`src/rtl/sc_level_sequencer.sv`:
```
// sc_level_sequencer: game-flow FSM sequencing clear, level banner, layout load and play for the 8x8 matrix game
//   SC_LEVELSEQ_CLOCK_50           in   clock
//   SC_LEVELSEQ_RESET_InHigh       in   async active-high reset
//   SC_LEVELSEQ_start_InLow        in   start/restart request (sampled in IDLE/WIN/GAMEOVER)
//   SC_LEVELSEQ_levelDone_InLow    in   level cleared (sampled in PLAY)
//   SC_LEVELSEQ_gameOver_InLow     in   player lost (sampled in PLAY)
//   SC_LEVELSEQ_transition_OutBUS  out  pattern code: 0 = gameplay layout, 1..MAX_LEVEL = banner
//   SC_LEVELSEQ_clear_OutLow       out  register-bank clear strobe
//   SC_LEVELSEQ_load_OutLow        out  register-bank load strobe
//   SC_LEVELSEQ_level_OutBUS       out  current level
//   SC_LEVELSEQ_playEnable_Out     out  high in PLAY
//   SC_LEVELSEQ_win_Out            out  high in WIN
//   SC_LEVELSEQ_gameOver_Out       out  high in GAMEOVER
module sc_level_sequencer #(
    parameter int BANNER_CYCLES = 50000000,
    parameter int CNT_W         = 26,
    parameter int MAX_LEVEL     = 4
) (
    input  logic       SC_LEVELSEQ_CLOCK_50,
    input  logic       SC_LEVELSEQ_RESET_InHigh,
    input  logic       SC_LEVELSEQ_start_InLow,
    input  logic       SC_LEVELSEQ_levelDone_InLow,
    input  logic       SC_LEVELSEQ_gameOver_InLow,
    output logic [2:0] SC_LEVELSEQ_transition_OutBUS,
    output logic       SC_LEVELSEQ_clear_OutLow,
    output logic       SC_LEVELSEQ_load_OutLow,
    output logic [2:0] SC_LEVELSEQ_level_OutBUS,
    output logic       SC_LEVELSEQ_playEnable_Out,
    output logic       SC_LEVELSEQ_win_Out,
    output logic       SC_LEVELSEQ_gameOver_Out
);
    typedef enum logic [2:0] {IDLE, CLEAR, BANNER, LOAD, PLAY, WIN, GAMEOVER} state_t;
    localparam logic [CNT_W-1:0] LAST  = CNT_W'(BANNER_CYCLES - 1);
    localparam logic [2:0]       MAX_L = 3'(MAX_LEVEL);
    state_t           state;
    logic [CNT_W-1:0] cnt;
    // Outputs are registered alongside the next state so each one is valid for the whole cycle of its state.
    always_ff @(posedge SC_LEVELSEQ_CLOCK_50 or posedge SC_LEVELSEQ_RESET_InHigh) begin
        if (SC_LEVELSEQ_RESET_InHigh) begin
            state                         <= IDLE;
            cnt                           <= '0;
            SC_LEVELSEQ_level_OutBUS      <= 3'd1;
            SC_LEVELSEQ_transition_OutBUS <= 3'd0;
            SC_LEVELSEQ_clear_OutLow      <= 1'b1;
            SC_LEVELSEQ_load_OutLow       <= 1'b1;
            SC_LEVELSEQ_playEnable_Out    <= 1'b0;
            SC_LEVELSEQ_win_Out           <= 1'b0;
            SC_LEVELSEQ_gameOver_Out      <= 1'b0;
        end else begin
            case (state)
                IDLE, WIN, GAMEOVER: if (!SC_LEVELSEQ_start_InLow) begin
                    state                         <= CLEAR;
                    cnt                           <= '0;
                    SC_LEVELSEQ_level_OutBUS      <= 3'd1;
                    SC_LEVELSEQ_transition_OutBUS <= 3'd1;
                    SC_LEVELSEQ_clear_OutLow      <= 1'b0;
                    SC_LEVELSEQ_win_Out           <= 1'b0;
                    SC_LEVELSEQ_gameOver_Out      <= 1'b0;
                end
                CLEAR: begin
                    state                    <= BANNER;
                    cnt                      <= '0;
                    SC_LEVELSEQ_clear_OutLow <= 1'b1;
                end
                BANNER: begin
                    cnt <= cnt + 1'b1;
                    if (cnt == LAST) begin
                        state                         <= LOAD;
                        SC_LEVELSEQ_transition_OutBUS <= 3'd0;
                        SC_LEVELSEQ_load_OutLow       <= 1'b0;
                    end
                end
                LOAD: begin
                    state                      <= PLAY;
                    SC_LEVELSEQ_load_OutLow    <= 1'b1;
                    SC_LEVELSEQ_playEnable_Out <= 1'b1;
                end
                PLAY: if (!SC_LEVELSEQ_gameOver_InLow) begin
                    state                      <= GAMEOVER;
                    SC_LEVELSEQ_playEnable_Out <= 1'b0;
                    SC_LEVELSEQ_gameOver_Out   <= 1'b1;
                end else if (!SC_LEVELSEQ_levelDone_InLow) begin
                    SC_LEVELSEQ_playEnable_Out <= 1'b0;
                    if (SC_LEVELSEQ_level_OutBUS == MAX_L) begin
                        state               <= WIN;
                        SC_LEVELSEQ_win_Out <= 1'b1;
                    end else begin
                        state                         <= CLEAR;
                        cnt                           <= '0;
                        SC_LEVELSEQ_level_OutBUS      <= SC_LEVELSEQ_level_OutBUS + 3'd1;
                        SC_LEVELSEQ_transition_OutBUS <= SC_LEVELSEQ_level_OutBUS + 3'd1;
                        SC_LEVELSEQ_clear_OutLow      <= 1'b0;
                    end
                end
                default: state <= IDLE;
            endcase
        end
    end
endmodule

```
`config.mk`:
```
export PLATFORM = sky130hd
export DESIGN_NAME = sc_level_sequencer
export DESIGN_NICKNAME = d
export VERILOG_FILES = /design/src/rtl/sc_level_sequencer.sv
export SDC_FILE = /design/constraint.sdc
export NUM_CORES = 1
export LEC_CHECK = 0
export CAP_MARGIN = 20
export CORE_MARGIN = 10
export CORE_UTILIZATION = 63
export DETAILED_ROUTE_END_ITERATION = 6
export MAX_ROUTING_LAYER = met4
export PLACE_DENSITY = 0.95
export SYNTH_ARGS = -nofsm -noshare
export SYNTH_HDL_FRONTEND = slang
export SYNTH_SLANG_ARGS = --single-unit
```
`constraint.sdc`:
```
create_clock -name SC_LEVELSEQ_CLOCK_50 -period 7.1 [get_ports SC_LEVELSEQ_CLOCK_50]
set_input_delay 0.71 -clock SC_LEVELSEQ_CLOCK_50 [delete_from_list [all_inputs] [get_ports SC_LEVELSEQ_CLOCK_50]]
set_output_delay 0.71 -clock SC_LEVELSEQ_CLOCK_50 [all_outputs]
set_load 0.02 [all_outputs]
```
* Yosys cells after proc, flatten, opt, wreduce, memory -nomap -nowiden
Index checks and enable logic that the tools add are counted.
** Word-level totals
- Word-level logic and storage cells :: 77
- Register bits after elaboration :: 40
** Cells by class
- Muxes and demuxes :: 33
- Equal/unequal tests :: 16
- Reductions and logical operators :: 17
- Add/subtract/negate cells :: 2
** Operator list (count)
- 2-to-1 mux 26 bit :: 4
- one-hot mux 26 bit (4 select lines) :: 1
- 2-to-1 mux 3 bit :: 9
- adder 26 x 1 -> 26 bit (second input constant) :: 1
- == test 26 bit (second input constant) :: 1
- AND reduction 5 bit :: 4
- one-hot mux 3 bit (5 select lines) :: 1
- != test 2 bit (second input constant) :: 7
- == test 3 bit (second input constant) :: 4
- 2-to-1 mux 1 bit :: 11
- one-hot mux 3 bit (3 select lines) :: 1
- one-hot mux 1 bit (2 select lines) :: 4
- == test 3 x 2 -> 1 bit (second input constant) :: 2
- one-hot mux 3 bit (2 select lines) :: 1
- AND reduction 3 bit :: 2
- AND reduction 6 bit :: 1
- nonzero test 2 bit :: 3
- nonzero test 3 bit :: 2
- AND reduction 2 bit :: 2
- nonzero test 4 bit :: 1
- adder 3 x 1 -> 3 bit (second input constant) :: 1
- == test 3 x 1 -> 1 bit (second input constant) :: 1
- zero test 3 bit :: 1
- != test 3 bit (second input constant) :: 1
- 2 further kinds :: 2

* Logic depth before layout (Yosys ltp)
Gate-level depths: netlist (run 1).
- Depth after elaboration :: 5
- Gate-level depth with buffers :: 8
- Depth with buffers taken out :: 7

* Worst setup path before layout (run 1)
No wires, ideal clock.
- Path type :: register to register
- From :: register SC_LEVELSEQ_level_OutBUS[0]
- To :: register cnt[18]
- Required time :: 7.022 ns
- Buffers on the path :: 1
- Period minus slack after synthesis :: 2.438 ns
- Arrival time :: 2.359 ns
- Slack :: 4.662 ns
- Stages on the path, launching flop included :: 9
- Cells stage by stage :: dfstp_2 inv_1 ha_1 and2_1 a221o_1 or2_1 buf_2 or4_1 a21oi_1
** Between the ends
- Longest elaborated chain between the ends :: 3
** Ends and longest elaborated chain
- from (decl) :: RTL line 27 : output logic [2:0] SC_LEVELSEQ_level_OutBUS,
- from (signal assigned) :: RTL line 90 : SC_LEVELSEQ_level_OutBUS <= SC_LEVELSEQ_level_OutBUS + 3'd1;
- == test 3 bit :: RTL line 84 : if (SC_LEVELSEQ_level_OutBUS == MAX_L) begin
- != test 2 bit (no source line)
- AND reduction 5 bit (no source line)
- to (signal assigned) :: RTL line 66 : cnt <= cnt + 1'b1;
- to (decl) :: RTL line 36 : logic [CNT_W-1:0] cnt;
Every way passes these cells.
A chain may end at the register's enable or synchronous reset.

* Worst setup path after layout (run 1)
- From :: input port SC_LEVELSEQ_start_InLow
- To :: register cnt[9]
** Between the ends
- Longest elaborated chain between the ends :: 2
** Ends and longest elaborated chain
- from (decl) :: RTL line 21 : input logic SC_LEVELSEQ_start_InLow,
- != test 2 bit (no source line)
- AND reduction 5 bit (no source line)
Every way passes these cells.

==> flow_summary.toml, run 1 <==
[hold_path]
hold-path-cell-count = 1
min_to = "SC_LEVELSEQ_transition_OutBUS[2]"
hold_path.class = "reg -> reg"
hp-start = "SC_LEVELSEQ_transition_OutBUS[2]"

[sta]
fin_ws_ps = 3890
fin_crit_sh = 0.451
drv_slew = 0
finalSetupTns_ps = 0
skew_ps = 4.23
setup_viol = 0
slew_headroom = 0.515
worst_slew_pin_slew_ps = 722
finalHoldViolCount = 0
rsz0062_at_grt = "no"
min_period_ps = 3210
clock.fmax_mhz = 312

[clock_tree]
cts.htree.levels = 2
cts_setup_buffers = 0
clock_latency_ps = 300
path_clk_slew_ps = 70
clkSinkCount = 40
post_cts_resized = 0
cts-buffers-inserted = 5
cts_tree = "yes"
ctsHoldBuffers = 0
cts-root-buf = "clkbuf_8"
clk_path_buf_depth = 2

[worst_setup_path]
critPathTopFamily = "compound AO/OA/AOI/OAI gates"
cp_slowest_cell = "a221o_1"
r2r_setup_slack_ps = 4060
cp-start-kind = "input port"
end_kind = "flip-flop"
cp_data_arrival_time_ps = 3450
cp.required_ps = 7340
worst_r2r_path_depth = 8
cp_max_fo = 21
critPathBufInv = 2
worstSetupPathType = "in -> reg"
cp_slowest_stage_delay_ps = 680
worstPathCellList = "clkdlybuf4s50_1 -> nor4b_1 -> a221o_1 -> nor3_2 -> buf_4 -> a211oi_1 -> a31o_2"
r2r-end = "cnt[9]"
rr_startpoint = "SC_LEVELSEQ_level_OutBUS[0]"

[grt]
globalRouteOverflowTotal = 0
grt_pass1_wl_um = 8660
grt_pass1_vias = 1861
antenna_found_initial = 0
grt_use_total = 0.171
grt_max_degree = 41

[placed_design]
portBuffers = 15
dp_hpwl_um = 3550
place_ws_ps = 3720
placed_area_mm2 = 0.00248
gp_congestion = 0.887
dp_cells = 309

[outcome]
status = "finished, final reports clean"

[synth]
synth.top_cell.area_share = 0.401
synth_ff_type = "dfrtp_1"
netlist_instances = 261
synth.most_common_cell = "dfrtp_1"
avgSynthCellArea_um2 = 8.84
ys_warn_count = 0
yosys.area.top_type = "dfrtp_1"
async_reset_ff_frac = 1.00
yosys-top-cells-count = "dfrtp_1, nor2_1, nand2_1, xnor2_1, nor4_1"
synth_nets = 269
synthTopCellsByArea = "dfrtp_1, xnor2_1, nor2_1"
synth_seq_cells = 40
ys_types = 47
synth-edff-count = 0
synth_seq_area_share = 0.435
syn_area_mm2 = 0.00231

[floorplan]
ios = 16
start_util = 0.671
core_mm2 = 0.00344
fp.dieH_um = 80.5
dieArea_mm2 = 0.00649
die_x_um = 80.5
rows = 21

[power]
power_density_mw_per_mm2 = 177
irDropWorstVdd_uv = 199
power_leakage_nw = 1.04

[layout]
regArea_mm2 = 0.00100
fillers = 232
multi_input_area_mm2 = 0.00122
num_antenna_cells = 0
utilization = 0.751
layout-drive-gt1-share = 0.0738
final_area_mm2 = 0.00258
layout.nets = 278
areaGrowthSynthToFinish_pct = 11.9
fin_cells = 317

[drt]
drt-total-wl_um = 5060
wl_per_cell_um = 15.9
viasPerCell = 6.36
dr.pass1.iters = 5
drcViolationCount = 0
drtIter0Drc = 191
ant_nets = 0
num_vias = 2016

[job]
max-cap-violations = 0
## routing by layer
metal	vias to the layer above	GRT usage	share of wire
li1	955	-	-
met1	986	0.217	0.45
met2	61	0.250	0.48
met3	14	0.0434	0.054
met4	0	0.0757	0.022
met5	-	-	0
## power breakdown
part           leakage (nW)  total (mW)  internal [mW]  switching (mW)
clock                0.0515       0.165         0.0886          0.0769
sequential            0.493       0.259          0.241          0.0181
combinational         0.496      0.0328         0.0165          0.0163
total                  1.04       0.457          0.346           0.111
## registers in the layout, indices dropped and copies added (netlist names)
register,count
SC_LEVELSEQ_playEnable_Out,1
SC_LEVELSEQ_level_OutBUS,3
SC_LEVELSEQ_win_Out,1
SC_LEVELSEQ_transition_OutBUS,3
SC_LEVELSEQ_gameOver_Out,1
SC_LEVELSEQ_clear_OutLow,1
state,3
SC_LEVELSEQ_load_OutLow,1
cnt,26
## worst max path at each step
stage	startpoint	cells after the start	slack (ps)	to
global placement	SC_LEVELSEQ_start_InLow	7	3790	cnt[9]
floorplan	SC_LEVELSEQ_level_OutBUS[0]	8	4660	cnt[18]
finish	SC_LEVELSEQ_start_InLow	7	3890	cnt[9]
global route	SC_LEVELSEQ_start_InLow	7	3640	cnt[9]
detailed placement	SC_LEVELSEQ_start_InLow	7	3720	cnt[9]
CTS	SC_LEVELSEQ_start_InLow	7	3950	cnt[9]
## through the flow
step	total power, mW	hold WS, ps
6_report	0.457	491
5_1_grt	0.475	517
4_1_cts	0.460	496
3_5_place_dp	0.296	476
3_3_place_gp	0.293	463
2_1_floorplan	0.281	478
## cell type report
cell class,count,share of cell area
multi-input cells,198,0.473
flip-flops and latches,40,0.389
repair buffers,18,0.0668
clock buffers,8,0.0387
well taps,46,0.0223
inverters,7,0.0102
## kinds of logic after synthesis
kind of cell               Yosys count  synth area share
adders and majority gates            3            0.0163
AOI/OAI and AO/OA                   41             0.118
muxes                                2           0.00921
buffers and inverters               23            0.0407
xor gates and xnor gates            20            0.0759
and+or+nand+nor                    132             0.305
DFF                                 40             0.435
## cell usage in the layout (no fill, tap or decap), types with 8 or more instances in the layout
| master | synthesis | routed |
|---|---|---|
| dfrtp_1 | 37 | 37 |
| xnor2_1 | 20 | 20 |
| clkdlybuf4s50_1 | 0 | 15 |
| nand2_1 | 26 | 26 |
| nor4_1 | 13 | 13 |
| a21oi_1 | 12 | 12 |
| nor2_1 | 30 | 30 |
| nor3_1 | 9 | 8 |
(Power assumes the default switching activity.)
==> run 2, diff against run 1 <==
- CORE_UTILIZATION: 63 -> 53
- PLACE_DENSITY: 0.95 -> 0.86
- clock period: 7.1 -> 2.6 ns (I/O delays scaled with it)
==> run 2 against run 1 <==
Against the previous run:
- first-iteration DRC count shrank 25%
- sequential share of layout area shrank 1.1 points
- final cell count grew 4.4%
- setup slack lost 3700 ps
- non-clock buffer count grew 10
- design area grew 2.8%
- global-route usage shrank 2.2 points
- clock-buffer cell count shrank 2
- total power grew to 2.7 times the previous value
- hold slack lost 100 ps
- critical path depth is the same
- clock skew grew 2.0 ps
- critical endpoint is now cnt[18]
==> flow_summary.toml, run 2 (synthesis gave the netlist of run 1 again) <==
[outcome]
status = "finished, final reports clean"

[sta]
finalSetupTns_ps = 0
rsz0062_at_grt = "no"
skew_ps = 6.19
drv_slew = 0
finalHoldViolCount = 0
setup_viol = 0
worst_slew_pin_slew_ps = 510
clock.fmax_mhz = 410
slew_headroom = 0.660
min_period_ps = 2440
fin_crit_sh = 0.938

[clock_tree]
clkSinkCount = 40
cts-root-buf = "clkbuf_8"
cts_setup_buffers = 0
cts_tree = "yes"
clk_path_buf_depth = 2
path_clk_slew_ps = 80
cts-buffers-inserted = 5
post_cts_resized = 0
clock_latency_ps = 300
ctsHoldBuffers = 0
cts.htree.levels = 2

[floorplan]
core_mm2 = 0.00412
dieArea_mm2 = 0.00740
start_util = 0.561
fp.dieH_um = 86.0
rows = 23
die_x_um = 86.0
ios = 16

[placed_design]
dp_hpwl_um = 3710
portBuffers = 15
gp_congestion = 0.830

[layout]
layout-drive-gt1-share = 0.110
multi_input_area_mm2 = 0.00122
fillers = 333
utilization = 0.645
largest_reg_flops = 26
regArea_mm2 = 0.00100
areaGrowthSynthToFinish_pct = 15.1
top_register = "cnt"
final_common_cell = "dfrtp_1"
num_antenna_cells = 0
mostFrequentLayoutCells = "dfrtp_1, nor2_1, nand2_1, xnor2_1, clkdlybuf4s50_1"
layout.nets = 288

[worst_setup_path]
end_kind = "flip-flop"
startpoint = "SC_LEVELSEQ_level_OutBUS[0]"
cp_max_fo = 6
cp_slowest_stage_delay_ps = 580
cp_data_arrival_time_ps = 2670
worstPathCellList = "inv_1 -> ha_1 -> and2_1 -> a221o_1 -> or2_1 -> or4_1 -> a21oi_1"
cp-start-kind = "flip-flop"
cp_slowest_cell = "dfstp_2"
worstSetupPathType = "reg -> reg"
cp.required_ps = 2830
rr_startpoint = "SC_LEVELSEQ_level_OutBUS[0]"

[drt]
wl_per_cell_um = 15.7
drt-total-wl_um = 5210
num_vias = 2038
ant_nets = 0
dr.pass1.iters = 4
drcViolationCount = 0
wl_met3_um = 287
wl_met2_um = 2530
met1_length_um = 2300
drtIter0Drc = 143
viasPerCell = 6.16
top_layer = "met4"

[job]
max-cap-violations = 0

[grt]
grt_use_total = 0.149
grt_pass1_vias = 1931
antenna_found_initial = 0
grt_max_degree = 41
globalRouteOverflowTotal = 0
grt_pass1_wl_um = 8980

[hold_path]
hold_path.class = "in -> async"

[power]
irDropWorstVdd_uv = 312
power_density_mw_per_mm2 = 462
power_leakage_nw = 1.09
==> run 2: cell types whose count changed in the layout (fill, tap and decap cells not counted) <==
cell / before / now
clkbuf_8: 7 / 6
clkinv_2: 0 / 2
clkbuf_1: 1 / 0
buf_4: 3 / 13
==> run 2: power by group <==
group          switching [mW]  leakage (nW)  internal, mW
Combinational          0.0446         0.548        0.0451
Sequential             0.0475         0.493         0.658
Clock                   0.219        0.0510         0.212
Total                   0.311          1.09         0.915
==> run 2: path summary, 6_finish.rpt <==
| kind | cells after the start | slack, ps | end |
|---|---|---|---|
| setup / recovery | 7 | 160 | cnt[18] |
| hold / removal | 3 | 390 | cnt[19] |
| setup reg to reg | 7 | 160 | cnt[18] |
| hold reg to reg | 1 | 480 | SC_LEVELSEQ_transition_OutBUS[2] |
| max in group asynchronous | 3 | 1850 | SC_LEVELSEQ_level_OutBUS[0] |
| min in group SC_LEVELSEQ_CLOCK_50 | 1 | 480 | SC_LEVELSEQ_transition_OutBUS[2] |
==> run 2: per-stage QoR <==
stage          total power [mW]  cells  setup WS [ps]  area (um^2)  hold slack, ps
5_1_grt                    1.27    331           76.2         2660             477
2_1_floorplan             0.767    261            162         2310             369
3_5_place_dp              0.807    323            205         2560             474
4_1_cts                    1.24    331            185         2660             412
6_report                   1.23    331            161         2660             387
3_3_place_gp              0.798    323            293         2560             463
==> run 2: cell type report <==
type	instances	area share
multi-input combinational	198	0.460
sequential	40	0.378
timing repair buffer	28	0.0933
clock buffer	6	0.0311
tap	50	0.0236
inverter	7	0.00989
clock inverter	2	0.00377
==> run 2: routing by layer <==
metal	vias up	GRT usage
met4	0	0.0659
met5	-	-
met3	7	0.0227
met2	60	0.231
li1	981	-
met1	990	0.186
==> run 2: critical path, delay by kind of cell, from the launching register on <==
kind,cells,cell delay (ps)
AND/OR/NAND/NOR,3,980
adder cells (fa/ha/maj),1,230
flip-flops,1,580
buffers and inverters,1,60
AO/OA/AOI/OAI,2,510
